`config.mk`:
```
export PLATFORM = sky130hd
export DESIGN_NAME = pipeline_fetch_unit
export DESIGN_NICKNAME = d
export VERILOG_FILES = /design/src/rtl/pipeline_fetch_unit_pkg.sv /design/src/rtl/pipeline_fetch_unit_fetch_fifo.sv /design/src/rtl/pipeline_fetch_unit.sv
export SDC_FILE = /design/constraint.sdc
export NUM_CORES = 1
export LEC_CHECK = 0
export CAP_MARGIN = 20
export CORE_MARGIN = 2
export CORE_UTILIZATION = 37
export CTS_CLUSTER_SIZE = 40
export DETAILED_ROUTE_END_ITERATION = 10
export DONT_BUFFER_PORTS = 1
export GPL_TIMING_DRIVEN = 1
export HOLD_SLACK_MARGIN = 0.03
export SYNTH_ARGS = -nofsm -noshare
export SYNTH_HDL_FRONTEND = slang
export SYNTH_HIERARCHICAL = 1
export SYNTH_SLANG_ARGS = --single-unit
```
`constraint.sdc`:
```
create_clock -name clk -period 30.8 [get_ports clk]
set_clock_uncertainty 0.15 [all_clocks]
set_input_delay 7.7 -clock clk [delete_from_list [all_inputs] [get_ports clk]]
set_output_delay 7.7 -clock clk [all_outputs]
set_load 0.02 [all_outputs]
```
`src/rtl/pipeline_fetch_unit_pkg.sv`:
```
// Shared definitions for the instruction fetch front end: default widths,
// reset PC, the canonical NOP encoding and the fetch FSM state constants.
package pipeline_fetch_unit_pkg;

  localparam int          ADDR_W_DEF   = 32;
  localparam int          DEPTH_DEF    = 2;
  localparam logic [31:0] RESET_PC_DEF = 32'h0000_0000;

  localparam int                 INSTR_W = 32;
  localparam logic [INSTR_W-1:0] NOP     = 32'h0000_0013;

  // Fetch FSM state encoding. Kept as plain constants so existing tools that
  // decode the debug state bus keep working.
  typedef logic [1:0] fetch_state_t;
  localparam logic [1:0] ST_BOOT  = 2'd0;
  localparam logic [1:0] ST_RUN   = 2'd1;
  localparam logic [1:0] ST_DRAIN = 2'd2;

endpackage

```
`src/rtl/pipeline_fetch_unit_fetch_fifo.sv`:
```
// Generic synchronous FIFO with occupancy count and a synchronous flush.
// Flush and reset both empty the queue; flush wins over a same-cycle push or
// pop. A push while full is only taken when a pop frees a slot that cycle.
// dout shows the head entry and is meaningless while empty.
module fetch_fifo #(
  parameter int WIDTH = 8,
  parameter int DEPTH = 2
) (
  input  logic                     clk,
  input  logic                     rst,
  input  logic                     flush,
  input  logic                     push,
  input  logic [WIDTH-1:0]         din,
  input  logic                     pop,
  output logic [WIDTH-1:0]         dout,
  output logic [$clog2(DEPTH):0]   count,
  output logic                     full,
  output logic                     empty
);

  localparam int AW = $clog2(DEPTH);

  logic [WIDTH-1:0] mem [DEPTH];
  logic [AW-1:0]    wr_ptr;
  logic [AW-1:0]    rd_ptr;
  logic             do_push;
  logic             do_pop;

  assign empty   = (count == '0);
  assign full    = (count == (AW+1)'(DEPTH));
  assign do_pop  = pop & ~empty;
  assign do_push = push & (~full | do_pop);
  assign dout    = mem[rd_ptr];

  // Storage array: written on every accepted push, never reset.
  always_ff @(posedge clk) begin
    if (do_push && !flush && !rst) begin
      mem[wr_ptr] <= din;
    end
  end

  // Pointers and occupancy; pointers wrap naturally since DEPTH is 2^AW.
  always_ff @(posedge clk) begin
    if (rst || flush) begin
      wr_ptr <= '0;
      rd_ptr <= '0;
      count  <= '0;
    end else begin
      if (do_push) begin
        wr_ptr <= wr_ptr + AW'(1);
      end
      if (do_pop) begin
        rd_ptr <= rd_ptr + AW'(1);
      end
      count <= count + {{AW{1'b0}}, do_push} - {{AW{1'b0}}, do_pop};
    end
  end

endmodule

```
`src/rtl/pipeline_fetch_unit.sv`:
```
// Instruction fetch front end. Owns the PC, issues in-order word fetches to
// instruction memory, tags each request with its PC and buffers the returned
// words for the decoder. Jump redirects flush the buffer and squash any
// fetches still in flight by counting their responses down in drop_cnt.
//
// Handshakes:
//   imem_req/imem_ready : a request transfers on a cycle where both are 1;
//                         imem_addr is stable whenever imem_req is 1.
//   imem_rvalid         : one response per accepted request, in order, no
//                         backpressure from this block.
//   out_valid/decoded_latch_en : the head entry transfers to the decoder on a
//                         cycle where both are 1 (and no redirect is present).
module pipeline_fetch_unit
  import pipeline_fetch_unit_pkg::*;
#(
  parameter int                ADDR_W   = ADDR_W_DEF,
  parameter logic [ADDR_W-1:0] RESET_PC = ADDR_W'(RESET_PC_DEF),
  parameter int                DEPTH    = DEPTH_DEF
) (
  input  logic                clk,
  input  logic                rst,
  input  logic                fetch_en,
  input  logic                decoded_latch_en,
  input  logic                jmp_valid,
  input  logic [ADDR_W-1:0]   jmp_target,
  output logic                imem_req,
  output logic [ADDR_W-1:0]   imem_addr,
  input  logic                imem_ready,
  input  logic                imem_rvalid,
  input  logic [INSTR_W-1:0]  imem_rdata,
  output logic                out_valid,
  output logic [INSTR_W-1:0]  out_instr,
  output logic [ADDR_W-1:0]   out_pc,
  output logic [1:0]          dbg_state
);

  localparam int CW = $clog2(DEPTH) + 1;

  logic [1:0]                state;
  logic [1:0]                state_nxt;
  logic [ADDR_W-1:0]         pc;
  logic [CW-1:0]             drop_cnt;
  logic [CW-1:0]             drop_nxt;

  // The tag queue occupancy is exactly the number of outstanding requests.
  logic [CW-1:0]             outstanding;
  logic                      tag_full;
  logic                      tag_empty;
  logic [ADDR_W-1:0]         tag_head;

  logic [CW-1:0]             buf_count;
  logic                      buf_full;
  logic                      buf_empty;
  logic [ADDR_W+INSTR_W-1:0] buf_head;

  logic [CW:0]               in_use;
  logic                      credit_ok;
  logic                      accept;
  logic                      rsp_take;
  logic                      rsp_keep;
  logic                      out_pop;

  // Every slot is either an outstanding request or a buffered word, so a new
  // request is only issued while their sum is below DEPTH; the buffer can
  // therefore never overflow when responses come back.
  assign in_use    = {1'b0, outstanding} + {1'b0, buf_count};
  assign credit_ok = (in_use < (CW+1)'(DEPTH)) & ~tag_full & ~buf_full;

  assign imem_req  = ~rst & (state != ST_BOOT) & fetch_en & ~jmp_valid & credit_ok;
  assign imem_addr = pc;
  assign accept    = imem_req & imem_ready;

  // A response with nothing outstanding (e.g. a stale one after reset) is
  // ignored so the counters cannot underflow.
  assign rsp_take  = ~rst & imem_rvalid & ~tag_empty;
  assign rsp_keep  = rsp_take & (drop_cnt == '0) & ~jmp_valid;

  assign out_valid = ~rst & ~buf_empty;
  assign out_pop   = out_valid & decoded_latch_en & ~jmp_valid;
  assign out_instr = out_valid ? buf_head[INSTR_W-1:0] : '0;
  assign out_pc    = out_valid ? buf_head[ADDR_W+INSTR_W-1:INSTR_W] : '0;

  assign dbg_state = state;

  fetch_fifo #(
    .WIDTH (ADDR_W),
    .DEPTH (DEPTH)
  ) u_tag_q (
    .clk   (clk),
    .rst   (rst),
    .flush (1'b0),
    .push  (accept),
    .din   (pc),
    .pop   (rsp_take),
    .dout  (tag_head),
    .count (outstanding),
    .full  (tag_full),
    .empty (tag_empty)
  );

  fetch_fifo #(
    .WIDTH (ADDR_W + INSTR_W),
    .DEPTH (DEPTH)
  ) u_instr_buf (
    .clk   (clk),
    .rst   (rst),
    .flush (jmp_valid),
    .push  (rsp_keep),
    .din   ({tag_head, imem_rdata}),
    .pop   (out_pop),
    .dout  (buf_head),
    .count (buf_count),
    .full  (buf_full),
    .empty (buf_empty)
  );

  // Squash bookkeeping: a redirect squashes everything outstanding, minus a
  // response that is discarded in the redirect cycle itself.
  always_comb begin
    drop_nxt = drop_cnt;
    if (jmp_valid) begin
      drop_nxt = outstanding - CW'(rsp_take);
    end else if (rsp_take && (drop_cnt != '0)) begin
      drop_nxt = drop_cnt - CW'(1);
    end
  end

  // Fetch FSM next state: BOOT idles one cycle, DRAIN while squashed
  // responses are still due.
  always_comb begin
    state_nxt = state;
    case (state)
      ST_BOOT:  state_nxt = ST_RUN;
      ST_RUN:   if (jmp_valid && (drop_nxt != '0)) state_nxt = ST_DRAIN;
      ST_DRAIN: if (drop_nxt == '0) state_nxt = ST_RUN;
      default:  state_nxt = ST_BOOT;
    endcase
  end

  // State, squash counter and PC registers.
  always_ff @(posedge clk) begin
    if (rst) begin
      state    <= ST_BOOT;
      drop_cnt <= '0;
      pc       <= RESET_PC;
    end else begin
      state    <= state_nxt;
      drop_cnt <= drop_nxt;
      if (jmp_valid) begin
        pc <= jmp_target & ~ADDR_W'(3);
      end else if (accept) begin
        pc <= pc + ADDR_W'(4);
      end
    end
  end

endmodule
```
==> impl_metrics.csv <==
group,metric,value,unit
timing,relSlewSlack,33.3,%
logic_synthesis,syn_inst,696,
logic_synthesis,synth-edff-count,192,
grt,antenna_found_initial,3,
worst_hold_path,hold_end,"u_instr_buf/wr_ptr",
floorplan,design.core.area,26700,um^2
logic_synthesis,netlist_area,9970,um^2
timing,fin_crit_sh,54.7,%
worst_hold_path,min_path_type,"reg2reg",
floorplan,fp.dieW,168,um
routing,first_pass_iters,4,
critical_path,cp.required,22.95,ns
floorplan,die_h,168,um
clocking,hold_buffers,0,
job,maxCapViolations,0,
logic_synthesis,ys_ff_latch,236,
critical_path,endpoint_kind,"primary output",
routing,viasPerCell,5.21,
logic_synthesis,synth_ff_type,"edfxtp_1",
place,gp_congestion,0.772,
final_layout,area_growth,12.3,%
power_and_ir_drop,leakagePower,0.00371,uW
power_and_ir_drop,irDropWorstVdd,0.0342,mV
power_and_ir_drop,internal-power,516,uW
logic_synthesis,synth_most_common_cell,"edfxtp_1",
routing,drt_iter0_markers,360,
place,portBuffers,0,
logic_synthesis,synth_area_per_cell,14.3,um^2
power_and_ir_drop,p_clk_share,44.2,%
critical_path,r2r_cells,8,
timing,fmax,59.4,MHz
place,dpl.cell_count,1022,
timing,layout_min_cycle_time,16.84,ns
routing,vias,5588,
timing,fin_ws,13.96,ns
logic_synthesis,ys_warn_count,6,
final_layout,seqCellArea,6650,um^2
final_layout,multi_input_area,3170,um^2
floorplan,fp-row-count,60,
power_and_ir_drop,p_sw_share,20.8,%
logic_synthesis,synth_top_area_share,57.8,%
floorplan,ios,171,
logic_synthesis,ys_types,65,
final_layout,drive_gt1_share,22.5,%
power_and_ir_drop,power_frac_comb,1.4,%
clocking,cts.sinks,236,
final_layout,nFillCells,2452,
timing,hold_violations,0,
grt,grt_first_pass_wirelength,33100,um
floorplan,dieArea,28300,um^2
clocking,clk_latency,0.53,ns
clocking,cts_made_buffers,26,
clocking,path_clk_slew,0.06,ns
grt,grt_pass1_vias,5456,
logic_synthesis,synth_area_leaders,"edfxtp_1 58%, mux2_2 11%, dfxtp_1 8.8%, and2_1 4.5%, nor2_1 1.3%",
outcome,status,"completed",
grt,grt_max_degree,65,
power_and_ir_drop,power_density,58.2,nW/um^2
timing,rsz0062_at_grt,"no",
critical_path,crit_type,"in2out",
critical_path,r2r_end,"u_tag_q/mem[0][9]",
worst_hold_path,min_delay_path_depth,2,
logic_synthesis,yosysSeqAreaShare,66.6,%
logic_synthesis,synth.largest_area_cell,"edfxtp_1",
critical_path,crit_fanout,45,
critical_path,crit_arrival,8.99,ns
place,pre_cts_ws,13.89,ns
clocking,cts_resized,0,
routing,final_antenna_net_count,0,
routing,wirelength,22200,um
critical_path,cp-start-kind,"primary input",
place,dp_hpwl,13900,um
routing,route.detailed.drc,0,
clocking,cts_buffer_depth,3,
critical_path,r2r-start,"u_tag_q/count[0]",
clocking,cts_tree,"built",
timing,setup_viol,0,
timing,tns,0,ns
clocking,cts_setup_buffers,0,
clocking,cts_root_buffer,"clkbuf_16",
final_layout,final_cells,1073,
floorplan,start_util,37.3,%
timing,whs,0.330,ns
power_and_ir_drop,power,652,uW
grt,overflow,0,
power_and_ir_drop,switchingPower,136,uW
critical_path,ff2ff_setup_slack,26.78,ns
worst_hold_path,worstHoldStart,"u_instr_buf/wr_ptr",
routing,routedWlPerCell,20.7,um
final_layout,final_nets,785,
timing,slew_viol_final,0,
grt,track_usage,15.3,%
power_and_ir_drop,power_frac_seq,54.4,%
logic_synthesis,ys_top_cells_by_count,"192 x edfxtp_1, 95 x mux2_2, 71 x and2_1",
clocking,htree_levels,1,
logic_synthesis,synthArstFlopShare,0,%
timing,tightest_slew,0.992,ns
placed cells by master (no fill, tap or decap), types with 5 or more instances in the layout:
cell         n
a211oi_1     8
a21oi_1     13
a31oi_1     10
and2_1      71
and3_1       9
buf_4        8
clkbuf_16   27
clkinv_2     9
conb_1      11
dfxtp_1     42
edfxtp_1   192
inv_1       11
mux2_2      95
nand2_1     27
nand3_1     15
nand4_1      8
nor2_1      31
nor3_1       9
o21ai_0     20
or3_1        8
or4_1        5
xor2_1      11
worst max-delay path, stage by stage:
cell	delay [ns]
nor2_4	0.51
buf_4	0.43
and2_1	0.32
state kept, by name, indices dropped and copies added (netlist names), 2 cells and up, named ones only:
name and flops:
drop_cnt 2, dbg_state 2, u_tag_q/mem 64, u_instr_buf/mem 128, u_tag_q/count 2, imem_addr 30
u_instr_buf/count 2
how the worst max path moves through the flow:
stage,start,to,depth (start not counted),slack [ns]
after global placement,rst,out_instr[24],3,13.98
after CTS,rst,out_pc[17],3,13.89
after global routing,rst,out_pc[14],3,13.84
final,rst,out_pc[15],3,13.96
after floorplan,rst,imem_req,3,14.06
after detailed placement,rst,out_pc[17],3,13.89
power by group through the flow:
stage | clock network (uW) | registers, uW | logic (uW)
3_3_place_gp | 0 | 362 | 8.67
4_1_cts | 298 | 355 | 8.94
6_report | 288 | 355 | 8.97
5_1_grt | 310 | 355 | 10.1
2_1_floorplan | 0 | 359 | 8.34
3_5_place_dp | 0 | 362 | 8.90
routing by layer:
metal	wire length (um)	up-vias	track usage [%]
met2	10600	165	25.7
met3	1960	31	5.55
met1	9250	2739	18.8
li1	-	2653	-
met5	0	-	0
met4	386	0	3.90
stage by stage:
| step | area (um^2) | utilization, % |
|---|---|---|
| detailed placement | 10400 | 38.9 |
| finish | 11200 | 41.9 |
| floorplan | 10000 | - |
| CTS | 11200 | 41.9 |
| global route | 11200 | 41.9 |
| global placement | 10400 | 38.8 |
cell families after synthesis:
logic type               after synthesis  synth area share, %
adder cells (fa/ha/maj)                5                0.702
other                                  1               0.0376
XOR/XNOR                              15                 1.32
flip-flops                           236                 66.6
AND/OR/NAND/NOR                      211                 12.3
buffers and inverters                 46                 2.27
AO/OA/AOI/OAI                         81                 5.32
multiplexers                         101                 11.4
area by class of cell:
class	count	area share, %
flip-flops and latches	236	59.4
repair buffers	9	0.782
inverters	12	0.469
diodes	3	0.0670
clock inverters	14	0.614
well taps	341	3.81
multi-input cells	424	28.3
clock buffers	34	6.53
Power figures use the tool's default switching activity.
